[src/rtl/char_rom_seq.sv]
// char_rom_seq: two-client round-robin glyph fetch sequencer.
// Each grant issues 32 consecutive font-ROM line addresses. Every line read
// back from the ROM is registered and returned with one cycle of latency.
module char_rom_seq #(
  parameter int unsigned DATA_WIDTH = 32,
  parameter int unsigned LINES      = 32
) (
  input  logic                  clk,
  input  logic                  rst,
  input  logic                  req0,
  input  logic                  req1,
  input  logic [5:0]            char_number0,
  input  logic [5:0]            char_number1,
  output logic                  ack0,
  output logic                  ack1,
  output logic [5:0]            rom_char_number,
  output logic [4:0]            rom_char_line,
  input  logic [DATA_WIDTH-1:0] rom_line_data,
  output logic [DATA_WIDTH-1:0] line_data,
  output logic [4:0]            line_idx,
  output logic                  line_valid,
  output logic                  line_owner,
  output logic                  burst_done,
  output logic                  busy
);

  localparam int unsigned LINE_W = 5;
  localparam logic [LINE_W-1:0] LAST_LINE = LINE_W'(LINES - 1);

  typedef enum logic {IDLE, BURST} state_t;

  state_t state, state_nxt;
  logic   last_gnt;     // client granted most recently; the other one wins a tie
  logic   owner;        // client that owns the burst currently issuing addresses
  logic   decision;
  logic   gnt0, gnt1;

  assign busy = (state == BURST);

  // Next state and arbitration; a grant is only possible at a decision point
  always_comb begin
    state_nxt = state;
    decision  = (state == IDLE) || (rom_char_line == LAST_LINE);
    gnt0      = 1'b0;
    gnt1      = 1'b0;
    if (decision) begin
      gnt0 = req0 && (!req1 || last_gnt);
      gnt1 = req1 && (!req0 || !last_gnt);
    end
    case (state)
      IDLE:    if (gnt0 || gnt1) state_nxt = BURST;
      BURST:   if ((rom_char_line == LAST_LINE) && !(gnt0 || gnt1)) state_nxt = IDLE;
      default: state_nxt = IDLE;
    endcase
  end

  // State register, address generation and one-stage read pipeline
  always_ff @(posedge clk) begin
    if (rst) begin
      state           <= IDLE;
      last_gnt        <= 1'b1;
      owner           <= 1'b0;
      ack0            <= 1'b0;
      ack1            <= 1'b0;
      rom_char_number <= '0;
      rom_char_line   <= '0;
      line_data       <= '0;
      line_idx        <= '0;
      line_valid      <= 1'b0;
      line_owner      <= 1'b0;
      burst_done      <= 1'b0;
    end else begin
      state <= state_nxt;
      ack0  <= gnt0;
      ack1  <= gnt1;
      if (gnt0 || gnt1) begin
        rom_char_number <= gnt1 ? char_number1 : char_number0;
        rom_char_line   <= '0;
        owner           <= gnt1;
        last_gnt        <= gnt1;
      end else if (busy && (rom_char_line != LAST_LINE)) begin
        rom_char_line <= rom_char_line + LINE_W'(1);
      end
      // The line returned this cycle belongs to the address issued last cycle
      line_valid <= busy;
      burst_done <= busy && (rom_char_line == LAST_LINE);
      if (busy) begin
        line_data  <= rom_line_data;
        line_idx   <= rom_char_line;
        line_owner <= owner;
      end
    end
  end

endmodule
[config.mk]
export PLATFORM = sky130hd
export DESIGN_NAME = char_rom_seq
export DESIGN_NICKNAME = d
export VERILOG_FILES = /design/src/rtl/char_rom_seq.sv
export SDC_FILE = /design/constraint.sdc
export NUM_CORES = 1
export LEC_CHECK = 0
export CAP_MARGIN = 20
export CORE_UTILIZATION = 46
export DETAILED_ROUTE_END_ITERATION = 8
export DONT_BUFFER_PORTS = 1
export GPL_ROUTABILITY_DRIVEN = 0
export PLACE_DENSITY = 0.61
export SYNTH_ARGS = -nofsm -noshare
export SYNTH_HDL_FRONTEND = slang
export SYNTH_SLANG_ARGS = --single-unit
[constraint.sdc]
create_clock -name clk -period 4.15 [get_ports clk]
set_input_delay 0.6225 -clock clk [delete_from_list [all_inputs] [get_ports clk]]
set_output_delay 0.6225 -clock clk [all_outputs]
set_load 0.03 [all_outputs]
# == After elaboration in Yosys (flattened, before gate mapping) ==
# Index checks and enable logic that the tools add are counted.
# word_totals
out_inout_bits,54
wordCells,36
reg_bits,56
# op_classes
mux,6
n_bitwise,1
reduce_logical,14
n_addsub,1
eq_ne,2
# ops
op,count
2-to-1 mux 6 bit,1
adder 5 x 1 -> 5 bit (second input constant),1
equality test 5 bit (second input constant),1
logical AND 1 bit,5
inequality test 5 bit (second input constant),1
zero test 1 bit,4
logical OR 1 bit,4
2-to-1 mux 1 bit,4
one-hot mux 1 bit (2 select lines),1
OR reduction 2 bit,1
NOT 1 bit,1

# == Longest topological paths before layout ==
# Gate-level depths: netlist of the first run.
# depth
depth_word,9
mapped_depth,8

# == Worst setup path after synthesis of the first run ==
# No wires, ideal clock.
# synth_timing
path_type,register to register
startpoint,reg rom_char_line[0]
endpoint,reg owner
t_required_ps,4028
t_arrival_ps,1803
slack_ps,2225
stages_incl_launch_ff,9
setup_time_ps,122
path_buffers,2
path_cell_list,dfxtp_1 > ha_1 > and3_1 > ha_1 > and2b_1 > buf_6 > buf_6 > o31ai_1 > a21oi_1
# synth_via
elab_chain_cells,4
elab_cells_between_ends,5
cone_classes,eq/ne (1); mux (2); reduce/logical (2)
# synth_lines
element,line,source
start: declaration,17,"output logic [4:0] rom_char_line,"
start signal: assignment,82,rom_char_line <= rom_char_line + LINE_W'(1);
equality test 5 bit *,43,decision = (state == IDLE) || (rom_char_line == LAST_LINE);
logical OR 1 bit *,43,
2-to-1 mux 1 bit,46,if (decision) begin
logical OR 1 bit,76,if (gnt0 || gnt1) begin
end signal: assignment,79,owner <= gnt1;
end: declaration,34,logic owner;
# Mark *: on every way between the ends. The rest lies on a longest branch, timed or not.
# A chain may end at the register's enable or synchronous reset.

# == Worst setup path in the final report of the first run ==
# layout_timing
startpoint,reg rom_char_line[0]
endpoint,reg rom_char_number[1]
# layout_via
elab_chain_cells,4
elab_cells_between_ends,6
cone_classes,eq/ne (1); mux (3); reduce/logical (2)
# layout_lines
element,line,source
equality test 5 bit *,43,
logical OR 1 bit *,43,
2-to-1 mux 1 bit,46,
2-to-1 mux 6 bit or logical OR 1 bit (tied branches),"77, 76",
end signal: assignment,77,rom_char_number <= gnt1 ? char_number1 : char_number0;
end: declaration,16,"output logic [5:0] rom_char_number,"
# Marked as above.

==> metrics.md, run 1 <==
| Metric | Value |
|---|---|
| Run status | finished, final reports clean |
| CP Buf/Inv Count | 0 |
| # DRC | 0 |
| WS Path Type | flip-flop to flip-flop |
| Worst hold endpoint | busy |
| Fin crit period | 2300 ps |
| Post-Syn Instances | about 210 |
| Yosys top cell by area | dfxtp_1 |
| Total number of vias | around 1400 |
| Critical path endpoint category | flip-flop |
| Area of the mapped netlist | ~2200 sq um |
| Hold depth | 1 |
| Yosys top cell area share | 0.520 |
| Crit start category | flip-flop |
| Share of layout cells above drive strength 1 | 0.0597 |
| Die X-Extent | around 70 um |
| H-Tree Depth | 2 |
| Sequential area share after synthesis | 0.520 |
| CTS Root Cell | clkbuf_8 |
| Met3 GRT Util | 0.0462 |
| Count of cell types in the netlist | 32 |
| Mux share of post-synthesis cell area | 0.177 |
| Fin util | 0.502 |
| Vias per inst | around 5.7 |
| Grt met2 use | 0.302 |
| Slowest stage cell, crit path | and2b_1 |
| Final TNS setup | 0 ps |
| Clock share of power | 0.288 |
| Endpoints failing hold | 0 |
| Adder-cell share of the synthesized area | 0.0116 |
| Synth cell count leaders | dfxtp_1, nor2_1, mux2i_1 |
| Class of the worst hold path | input pin to flip-flop |
| R2r endpoint | rom_char_number[1] |
| Starting DRT DRC Count | 57 |
| VDD IR max | 0.317 mV |
| Clk buf depth | 2 |
| Worst-Margin Slew | roughly 630 ps |
| Synth Flop Type | dfxtp_1 |
| # rows | 24 |
| Compound-gate portion of the synthesized area | 0.0790 |
| Latest clock arrival within the worst-skew pair | 300 ps |
| Internal power | around 740 uW |
| Leakage | 0.902 nW |
| Post-DP HPWL | approximately 2900 um |
| Antenna Cells | 0 |
| Sw Share | 0.271 |
| CTS Hold Bufs | 0 |
| Clock Skew | approximately 7.4 ps |
| Final period utilization | 0.553 |
| Post-cts resize count | 0 |
| Critical path required time | 4360 ps |
| Worst-path clk slew | ~90 ps |
| Post-synth EDFFs | 0 |
| Sequence of cells on the critical path | ha_1 > and3_1 > ha_1 > and2b_1 > o31ai_1 > a311oi_1 |
| CP top delay family | simple AND/OR/NAND/NOR gates |
| Unrepaired setup endpoints after global routing | no |
| CTS Buf Count | 5 |
| Initial Util | 0.488 |
| Setup bufs post-CTS | 0 |
| Nets | 250 |
| GRT busiest layer | met2 |
| Drt pass-1 iters | 4 |
| Avg Cell Area, Syn | between 10 and 15 sq um |
| Logic pwr share | 0.076 |
| Reg-to-reg startpoint | rom_char_line[0] |
| Maximum fanout along the worst path | 19 |
| Flop pwr share | 0.635 |
| Most used cell, CP | ha_1 |
| Dominant cells by area after synthesis | dfxtp_1, mux2i_1, nor2_1, o31ai_1, buf_6 |
| Post-route ant nets | 0 |
| GRT overflow | 0 |
| First-pass GRT wire length | around 6500 um |
| Final Setup Violations | 0 |
| Max Freq | 435 MHz |
| Io pins | 102 |
| Global Route Usage Sum | 0.166 |
| Die Ht | 70.4 um |
| Post-Layout Inst Area | 2220 sq um |
| Xor/xnor cell area share of the yosys netlist | 0.00813 |
| R2r setup slk | approximately 1900 ps |
| Worst reg-to-reg path cell count | 6 |
| Yosys reg bits | 56 |
| Placed Area | 2130 sq um |
| Pwr dens | 459 nW/um^2 |
| Critical path depth | 6 |
| CTS tree | yes |
| Wire per inst | between 15 and 20 um |
| Die area | approximately 5000 sq um |
| Yosys Warn Count | 0 |
| Asr flop ratio synth | 0 |
| Total core area | 4410 sq um |
| Slew Limit Fails | 0 |
| Post-Synth Simple-Gate Area | 0.155 |
| Clock sink count | 56 |
| Crit path DAT | around 2500 ps |
| Met1 Track Usage GR | 0.174 |
| CP peak stage delay | 610 ps |
| Initial antenna violation count | 0 |
| Syn-to-layout area delta | 2.85% |
| Top-count cell post-synth | dfxtp_1 |
| Hold path start | rst |
| Final WL | 4190 um |
| Syn nets | 259 |
| Slew headroom | 0.578 |
| Switch Pwr | 276 uW |
| Vias in the first global route | 1465 |
| IO Port Bufs | 0 |
| Largest net degree at the start of global routing | 52 |
| MaxCap Viol Count | 0 |
| Main combinational cell family by area after synthesis | multiplexers |
-- metal layers --
metal,vias to the layer above,share of wire
met5,-,0
met1,668,0.39
met4,0,0.010
li1,706,-
met2,62,0.52
met3,5,0.073
-- per-stage QoR --
step / setup slack [ps] / power, mW / std cells / hold WS, ps
after floorplan: 2220 / 0.733 / 209 / 448
after global placement: 2020 / 0.732 / 245 / 464
after detailed placement: 1910 / 0.737 / 245 / 465
after CTS: 1880 / 1.03 / 253 / 366
after global routing: 1720 / 1.06 / 253 / 362
final: 1850 / 1.02 / 253 / 375
-- cell type report --
| cell class | count | area, sq um |
|---|---|---|
| flip-flops and latches | 56 | 1120 |
| multi-input cells | 135 | 927 |
| repair buffers | 1 | 7.51 |
| well taps | 52 | 65.1 |
| inverters | 1 | 3.75 |
| clock buffers | 8 | 90.1 |
| fillers | 412 | 2200 |
-- power groups by stage --
stage | logic [mW] | registers, mW | clock network (mW)
2_1_floorplan | 0.0835 | 0.650 | 0
3_3_place_gp | 0.0738 | 0.658 | 0
3_5_place_dp | 0.0784 | 0.659 | 0
4_1_cts | 0.0783 | 0.646 | 0.304
5_1_grt | 0.0861 | 0.650 | 0.322
6_report | 0.0776 | 0.646 | 0.293
-- worst max-delay path by stage --
stage / start / endpoint
global placement: rom_char_line[0] / rom_char_number[2]
CTS: rom_char_line[0] / rom_char_number[1]
detailed placement: rom_char_line[0] / rom_char_number[1]
floorplan: rom_char_line[0] / owner
finish: rom_char_line[0] / rom_char_number[1]
global route: rom_char_line[0] / rom_char_line[4]
-- cells by family (layout without fill, tap and decap cells) --
kind of cell / count (synthesis) / count (layout)
compound gates: 22 / 22
fa+ha+maj: 2 / 2
mux: 38 / 38
simple gates: 71 / 71
xor+xnor: 2 / 2
buf+inv: 18 / 10
flops: 56 / 56
-- cell usage in the layout (no fill, tap or decap) --
cell      instances
clkbuf_1          2
mux2i_1          38
o21bai_1          1
and2_1            1
a21bo_4           1
a21oi_1           5
clkinv_1          1
a311oi_1          5
nor4_1            1
clkbuf_8          6
nand3_1           1
nand3b_1          2
a311oi_2          1
nand2b_1          1
nor2_1           42
ha_1              2
nand2b_2          1
xnor2_1           1
or3_1             1
o31ai_1           7
nand2_1           4
and3_1            1
buf_4             1
and2b_1           1
nor2b_1           2
o21ai_0           2
nand4_1           6
dfxtp_2           1
dfxtp_1          55
xor2_1            1
nand2b_4          1
nor3_1            6
-- flip-flops by register name, indices dropped and copies added, names as in the netlist, 5 cells and up --
signal and cells:
rom_char_line 5, rom_char_number 6, line_data 32, line_idx 5
-- worst register-to-register path: cells and delay by family (launching register included) --
kind                       cells  cell delay (ps)
DFF                            1              460
AOI/OAI and AO/OA              2              460
and+or+nand+nor                2              800
adders and majority gates      2              500
Power figures use the tool's default switching activity.
==> run 2, diff against run 1 <==
--- a/config.mk
+++ b/config.mk
@@ -10,7 +10,7 @@
 export DETAILED_ROUTE_END_ITERATION = 8
 export DONT_BUFFER_PORTS = 1
 export GPL_ROUTABILITY_DRIVEN = 0
-export PLACE_DENSITY = 0.61
+export PLACE_DENSITY = 0.63
 export SYNTH_ARGS = -nofsm -noshare
 export SYNTH_HDL_FRONTEND = slang
 export SYNTH_SLANG_ARGS = --single-unit
==> constraint.sdc (replaced) <==
create_clock -name clk -period 1.9 [get_ports clk]
set_input_delay 0.285 -clock clk [delete_from_list [all_inputs] [get_ports clk]]
set_output_delay 0.285 -clock clk [all_outputs]
set_load 0.03 [all_outputs]
==> run 2 against run 1 <==
Compared with the run above: critical path depth is 1 higher; routed wire length increased by 5.0%; cell count grew 3.2%; non-clock buffer count up 8; critical endpoint is now rom_char_number[4].
==> metrics.md, run 2 (synthesis gave the netlist of run 1 again) <==
| Metric | Value |
|---|---|
| CTS Hold Bufs | 0 (unchanged) |
| R2r setup slk | 120 ps (was 1850 ps) |
| Initial antenna violation count | 0 (unchanged) |
| Die X-Extent | 70.4 um (unchanged) |
| Initial Util | 0.488 (unchanged) |
| Maximum fanout along the worst path | 19 (unchanged) |
| Sequence of cells on the critical path | ha_1 > and3_1 > ha_1 > and2b_1 > buf_12 > o31ai_1 > a311oi_2 (was ha_1 > and3_1 > ha_1 > and2b_1 > o31ai_1 > a311oi_1) |
| Post-DP HPWL | 3200 um (was 2940 um) |
| Starting DRT DRC Count | 44 (was 57) |
| Most flop-heavy register | line_data (unchanged) |
| Placed Area | 2200 sq um (was 2130 sq um) |
| Clock share of power | 0.338 (was 0.288) |
| Wire per inst | 16.8 um (was 16.5 um) |
| Reg-to-reg startpoint | rom_char_line[0] (unchanged) |
| Hold path start | rst (unchanged) |
| Clock sink count | 56 (unchanged) |
| Post-Layout Inst Area | 2330 sq um (was 2220 sq um) |
| CTS Buf Count | 5 (unchanged) |
| Latest clock arrival within the worst-skew pair | 300 ps (about the same) |
| Final Setup Violations | 0 (unchanged) |
| Switch Pwr | 612 uW (was 276 uW) |
| Endpoints failing hold | 0 (unchanged) |
| Unrepaired setup endpoints after global routing | no (unchanged) |
| Drt pass-1 iters | 4 (unchanged) |
| Slowest stage cell, crit path | dfxtp_2 (was and2b_1) |
| Final TNS setup | 0 ps (unchanged) |
| Crit start category | flip-flop (unchanged) |
| Max Freq | 563 MHz (was 435 MHz) |
| IO Port Bufs | 0 (unchanged) |
| Final period utilization | 0.934 (was 0.553) |
| GRT overflow | 0 (unchanged) |
| MaxCap Viol Count | 0 (unchanged) |
| Commonest cells after routing, fill and taps aside | dfxtp_1, nor2_1, mux2i_1, buf_4 (was dfxtp_1, nor2_1, mux2i_1, o31ai_1) |
| R2r endpoint | rom_char_number[4] (was rom_char_number[1]) |
| Hold depth | 1 (unchanged) |
| Run status | finished, final reports clean (unchanged) |
| Final WL | 4400 um (was 4190 um) |
| # rows | 24 (unchanged) |
| Die Ht | 70.4 um (unchanged) |
| Pwr dens | 1030 nW/um^2 (was 459 nW/um^2) |
| Syn-to-layout area delta | 8.01% (was 2.85%) |
| Worst reg-to-reg path cell count | 7 (was 6) |
| Min Hold Slack | 36.8 ps (was 375 ps) |
| Nets | 258 (was 250) |
| Largest net degree at the start of global routing | 52 (unchanged) |
| Largest regs | line_data: 32 flops, rom_char_number: 6 flops (unchanged) |
| Sw Share | 0.254 (was 0.271) |
| # fillers | 394 (was 412) |
| Worst-path clk slew | 90 ps (about the same) |
| Total number of vias | 1523 (was 1441) |
| Clk buf depth | 2 (unchanged) |
| Crit path DAT | 1950 ps (was 2510 ps) |
| Post-route ant nets | 0 (unchanged) |
| Post-route insts no fill | 261 (was 253) |
| Antenna Cells | 0 (unchanged) |
| VDD IR max | 0.577 mV (was 0.317 mV) |
| Total core area | 4410 sq um (unchanged) |
| Class of the worst hold path | input pin to flip-flop (unchanged) |
| CTS Root Cell | clkbuf_8 (unchanged) |
| Share of layout cells above drive strength 1 | 0.115 (was 0.0597) |
| Internal power | 1.80 mW (was 741 uW) |
| Critical path endpoint category | flip-flop (unchanged) |
| Max FFs per register | 32 (unchanged) |
| Post-cts resize count | 0 (unchanged) |
| Vias per inst | 5.84 (was 5.70) |
| Global Route Usage Sum | 0.179 (was 0.166) |
| Flop pwr share | 0.580 (was 0.635) |
| Setup bufs post-CTS | 0 (unchanged) |
| CP peak stage delay | 340 ps (was 610 ps) |
| Vias in the first global route | 1524 (was 1465) |
| Placed insts | 253 (was 245) |
| Commonest non-fill, non-tap cell in the layout | dfxtp_1 (unchanged) |
| Worst hold endpoint | busy (unchanged) |
| First-pass GRT wire length | 6890 um (was 6500 um) |
| Most used cell, CP | ha_1 (unchanged) |
| Overall power | 2.41 mW (was 1.02 mW) |
| Worst-Margin Slew | 599 ps (was 633 ps) |
| Io pins | 102 (unchanged) |
| Fin crit period | 1780 ps (was 2300 ps) |
| H-Tree Depth | 2 (unchanged) |
| # DRC | 0 (unchanged) |
| CTS tree | yes (unchanged) |
| Leakage | 0.968 nW (was 0.902 nW) |
| Critical path required time | 2080 ps (was 4360 ps) |
| Die area | 4960 sq um (unchanged) |
| Logic pwr share | 0.083 (was 0.076) |
| Slew headroom | 0.600 (was 0.578) |
| Slew Limit Fails | 0 (unchanged) |
| Clock Skew | 8.02 ps (was 7.41 ps) |
| WS Path Type | flip-flop to flip-flop (unchanged) |
-- run 2: area by class of cell --
cell class,count,area [sq um],share of cell area
clock buffers,7,96.3,0.0414
repair buffers,9,80.1,0.0344
inverters,1,3.75,0.00161
clock inverters,1,30.0,0.0129
multi-input cells,135,927,0.398
flip-flops and latches,56,1120,0.483
well taps,52,65.1,0.0280
-- run 2: critical path: cells and delay by family (launching register included) --
| kind | cells | cell delay (ps) |
|---|---|---|
| AO/OA/AOI/OAI | 2 | 450 |
| AND/OR/NAND/NOR | 2 | 370 |
| adder cells (fa/ha/maj) | 2 | 340 |
| buffers and inverters | 1 | 150 |
| flip-flops | 1 | 340 |
-- run 2: power by group through the flow --
stage	sequential [mW]	clock [mW]	combinational, mW
2_1_floorplan	1.42	0	0.182
3_3_place_gp	1.42	0	0.190
3_5_place_dp	1.42	0	0.202
4_1_cts	1.40	0.846	0.202
5_1_grt	1.40	0.881	0.220
6_report	1.40	0.813	0.199
-- run 2: worst max-delay path by stage --
| stage | start | end | cells past startpoint |
|---|---|---|---|
| detailed placement | rom_char_line[0] | rom_char_number[4] | 7 |
| global placement | rom_char_line[0] | rom_char_number[4] | 7 |
| floorplan | rom_char_line[0] | owner | 8 |
| finish | rom_char_line[0] | rom_char_number[4] | 7 |
| global route | rom_char_line[0] | rom_char_number[1] | 7 |
| CTS | rom_char_line[0] | rom_char_number[4] | 7 |
-- run 2: through the flow --
step,setup WS [ps],utilization
2_1_floorplan,120,-
3_3_place_gp,240,0.499
3_5_place_dp,124,0.499
4_1_cts,112,0.527
5_1_grt,31.8,0.527
6_report,125,0.527
-- run 2: routing by layer --
layer / vias to the layer above / part of all wire / track usage
li1: 722 / - / -
met1: 702 / 0.38 / 0.187
met2: 84 / 0.51 / 0.312
met3: 15 / 0.083 / 0.0635
met4: 0 / 0.030 / 0.0956
met5: - / 0 / 0
==> run 3, diff against run 2 <==
==> constraint.sdc (replaced) <==
create_clock -name clk -period 1.4 [get_ports clk]
set_input_delay 0.21 -clock clk [delete_from_list [all_inputs] [get_ports clk]]
set_output_delay 0.21 -clock clk [all_outputs]
set_load 0.03 [all_outputs]
==> run 3 against run 2 <==
Compared with the run above: the run now ends with hold timing, setup timing left; sequential power rose by 34%; utilization grew 8.2 points; cell area grew 16%; worst hold slack got worse by 62 ps; cell count rose by 6.5%; clock skew decreased by 2.3 ps; flip-flop and latch count unchanged; highest routed layer unchanged; register-to-register slack got worse by 440 ps; critical path depth is the same; combinational power increased by 110%; count of clock-buffer cells in the layout did not move.
==> metrics.md, run 3 (synthesis gave the netlist of run 1 again) <==
| Metric | Value |
|---|---|
| Run status | finished with violations (was finished, final reports clean) |
| Failing checks | hold timing, setup timing |
| Total core area | 4410 sq um (unchanged) |
| CTS Root Cell | clkbuf_8 (unchanged) |
| PnR worst setup slack | -312 ps (was 125 ps) |
| Final WL | 4830 um (was 4400 um) |
| Vias per inst | 5.72 (was 5.84) |
| Slew headroom | 0.670 (was 0.600) |
| MaxCap Viol Count | 0 (unchanged) |
| IO Port Bufs | 0 (unchanged) |
| Fin crit period | 1710 ps (was 1780 ps) |
| Largest regs | line_data: 32 flops, rom_char_number: 6 flops (unchanged) |
| First-pass GRT wire length | 7180 um (was 6890 um) |
| CTS tree | yes (unchanged) |
| Most flop-heavy register | line_data (unchanged) |
| Class of the worst hold path | input pin to flip-flop (unchanged) |
| GRT overflow | 0 (unchanged) |
| Leakage | 1.09 nW (was 0.968 nW) |
| CTS Buf Count | 5 (unchanged) |
| R2r endpoint | rom_char_number[5] (was rom_char_number[4]) |
| Reg-to-reg startpoint | rom_char_line[0] (unchanged) |
| Crit path DAT | 1930 ps (was 1950 ps) |
| Io pins | 102 (unchanged) |
| Drt pass-1 iters | 4 (unchanged) |
| Maximum fanout along the worst path | 8 (was 19) |
| Max Freq | 584 MHz (was 563 MHz) |
| Nets | 275 (was 258) |
| Wire per inst | 17.4 um (was 16.8 um) |
| Critical path endpoint category | flip-flop (unchanged) |
| Crit start category | flip-flop (unchanged) |
| H-Tree Depth | 2 (unchanged) |
| Worst-path clk slew | 90 ps (about the same) |
| Vias in the first global route | 1597 (was 1524) |
| Slew Limit Fails | 0 (unchanged) |
| Endpoints failing hold | 38 (was 0) |
| Antenna Cells | 0 (unchanged) |
| Commonest non-fill, non-tap cell in the layout | dfxtp_1 (unchanged) |
| Min Hold Slack | -25.4 ps (was 36.8 ps) |
| WS Path Type | flip-flop to flip-flop (unchanged) |
| Hold depth | 1 (unchanged) |
| Clk buf depth | 2 (unchanged) |
| Worst hold endpoint | line_data[28] (was busy) |
| Post-route ant nets | 0 (unchanged) |
| Clock sink count | 56 (unchanged) |
| # rows | 24 (unchanged) |
| Worst reg-to-reg path cell count | 7 (unchanged) |
| Unrepaired setup endpoints after global routing | yes (was no) |
| Starting DRT DRC Count | 69 (was 44) |
| Initial Util | 0.488 (unchanged) |
| Final period utilization | 1.22 (was 0.934) |
| Post-route insts no fill | 278 (was 261) |
| Die X-Extent | 70.4 um (unchanged) |
| Hold path start | rst (unchanged) |
| Die Ht | 70.4 um (unchanged) |
| Initial antenna violation count | 0 (unchanged) |
| Clock Skew | 5.76 ps (was 8.02 ps) |
| # DRC | 0 (unchanged) |
| Global Route Usage Sum | 0.180 (was 0.179) |
| Die area | 4960 sq um (unchanged) |
| Post-DP HPWL | 3030 um (was 3200 um) |
| Critical path required time | 1610 ps (was 2080 ps) |
| Final Setup Violations | 15 (was 0) |
| Worst-Margin Slew | 491 ps (was 599 ps) |
| Commonest cells after routing, fill and taps aside | dfxtp_1, nor2_1, mux2i_1, buf_4, clkbuf_8 (was dfxtp_1, nor2_1, mux2i_1, buf_4) |
| Placed insts | 261 (was 253) |
| Share of layout cells above drive strength 1 | 0.283 (was 0.115) |
| Total number of vias | 1591 (was 1523) |
| Pwr dens | 1270 nW/um^2 (was 1030 nW/um^2) |
| Latest clock arrival within the worst-skew pair | 300 ps (about the same) |
| Crit path from | rom_char_line[0] (unchanged) |
| Syn-to-layout area delta | 24.9% (was 8.01%) |
| Largest net degree at the start of global routing | 52 (unchanged) |
| Max FFs per register | 32 (unchanged) |
| VDD IR max | 0.706 mV (was 0.577 mV) |
| R2r setup slk | -310 ps (was 120 ps) |
[run 3: cell types whose count changed in the layout (fill, tap and decap cells not counted), sizes merged]
cell / delta
buf: +14
clkbuf: +2
nand2b: +1
[run 3: power by group]
part	internal (mW)	leakage, nW	switching (mW)
Clock	0.631	0.0645	0.484
Sequential	1.68	0.462	0.191
Combinational	0.208	0.561	0.219
Total	2.52	1.09	0.893
[run 3: timing repair]
| action | 4_1_cts | 5_1_grt |
|---|---|---|
| gates resized for setup | 11 | 20 |
| setup buffers | 3 | 2 |
| endpoints found under the setup margin | 16 | 16 |
| pin swaps | 2 | 15 |
| hold endpoints to repair | 49 | 49 |
| cloned | 2 | 2 |
[run 3: per-layer routing]
layer | vias up | global-route usage | share of wire
met2 | 71 | 0.326 | 0.53
met3 | 5 | 0.0476 | 0.073
met4 | 0 | 0.0667 | 0.0097
li1 | 754 | - | -
met5 | - | 0 | 0
met1 | 761 | 0.199 | 0.38
[run 3: final cells by class]
cell class                      count  area, sq um
Clock buffer                        7         96.3
Clock inverter                      1         30.0
Fill cell                         355         1720
Inverter                            1         3.75
Multi-Input combinational cell    136         1090
Sequential cell                    56         1130
Tap cell                           52         65.1
Timing Repair Buffer               25          270
[run 3: worst max path at each step]
stage	end	cells past startpoint	slack [ps]
2_1_floorplan	owner	8	-300
3_3_place_gp	rom_char_number[4]	7	-240
3_5_place_dp	rom_char_number[5]	7	-330
4_1_cts	rom_char_number[3]	7	-300
5_1_grt	rom_char_number[5]	7	-350
6_report	rom_char_number[5]	7	-310
[run 3: through the flow]
stage	utilization	cell area (sq um)	TNS, ps	power [mW]	setup WS, ps
global placement	0.521	2300	-2440	2.21	-239
global route	0.609	2690	-4430	3.54	-350
detailed placement	0.521	2300	-3290	2.23	-329
floorplan	-	2200	-3050	2.17	-301
CTS	0.573	2530	-3440	3.38	-296
finish	0.609	2690	-3400	3.41	-312
[run 3: critical path, cell delays in order, from the launching register on]
cell       delay [ps]
dfxtp_4           360
ha_4              160
and3_4            150
ha_4              160
and2b_4           300
clkbuf_16         170
o31ai_4            60
a311oi_1          260
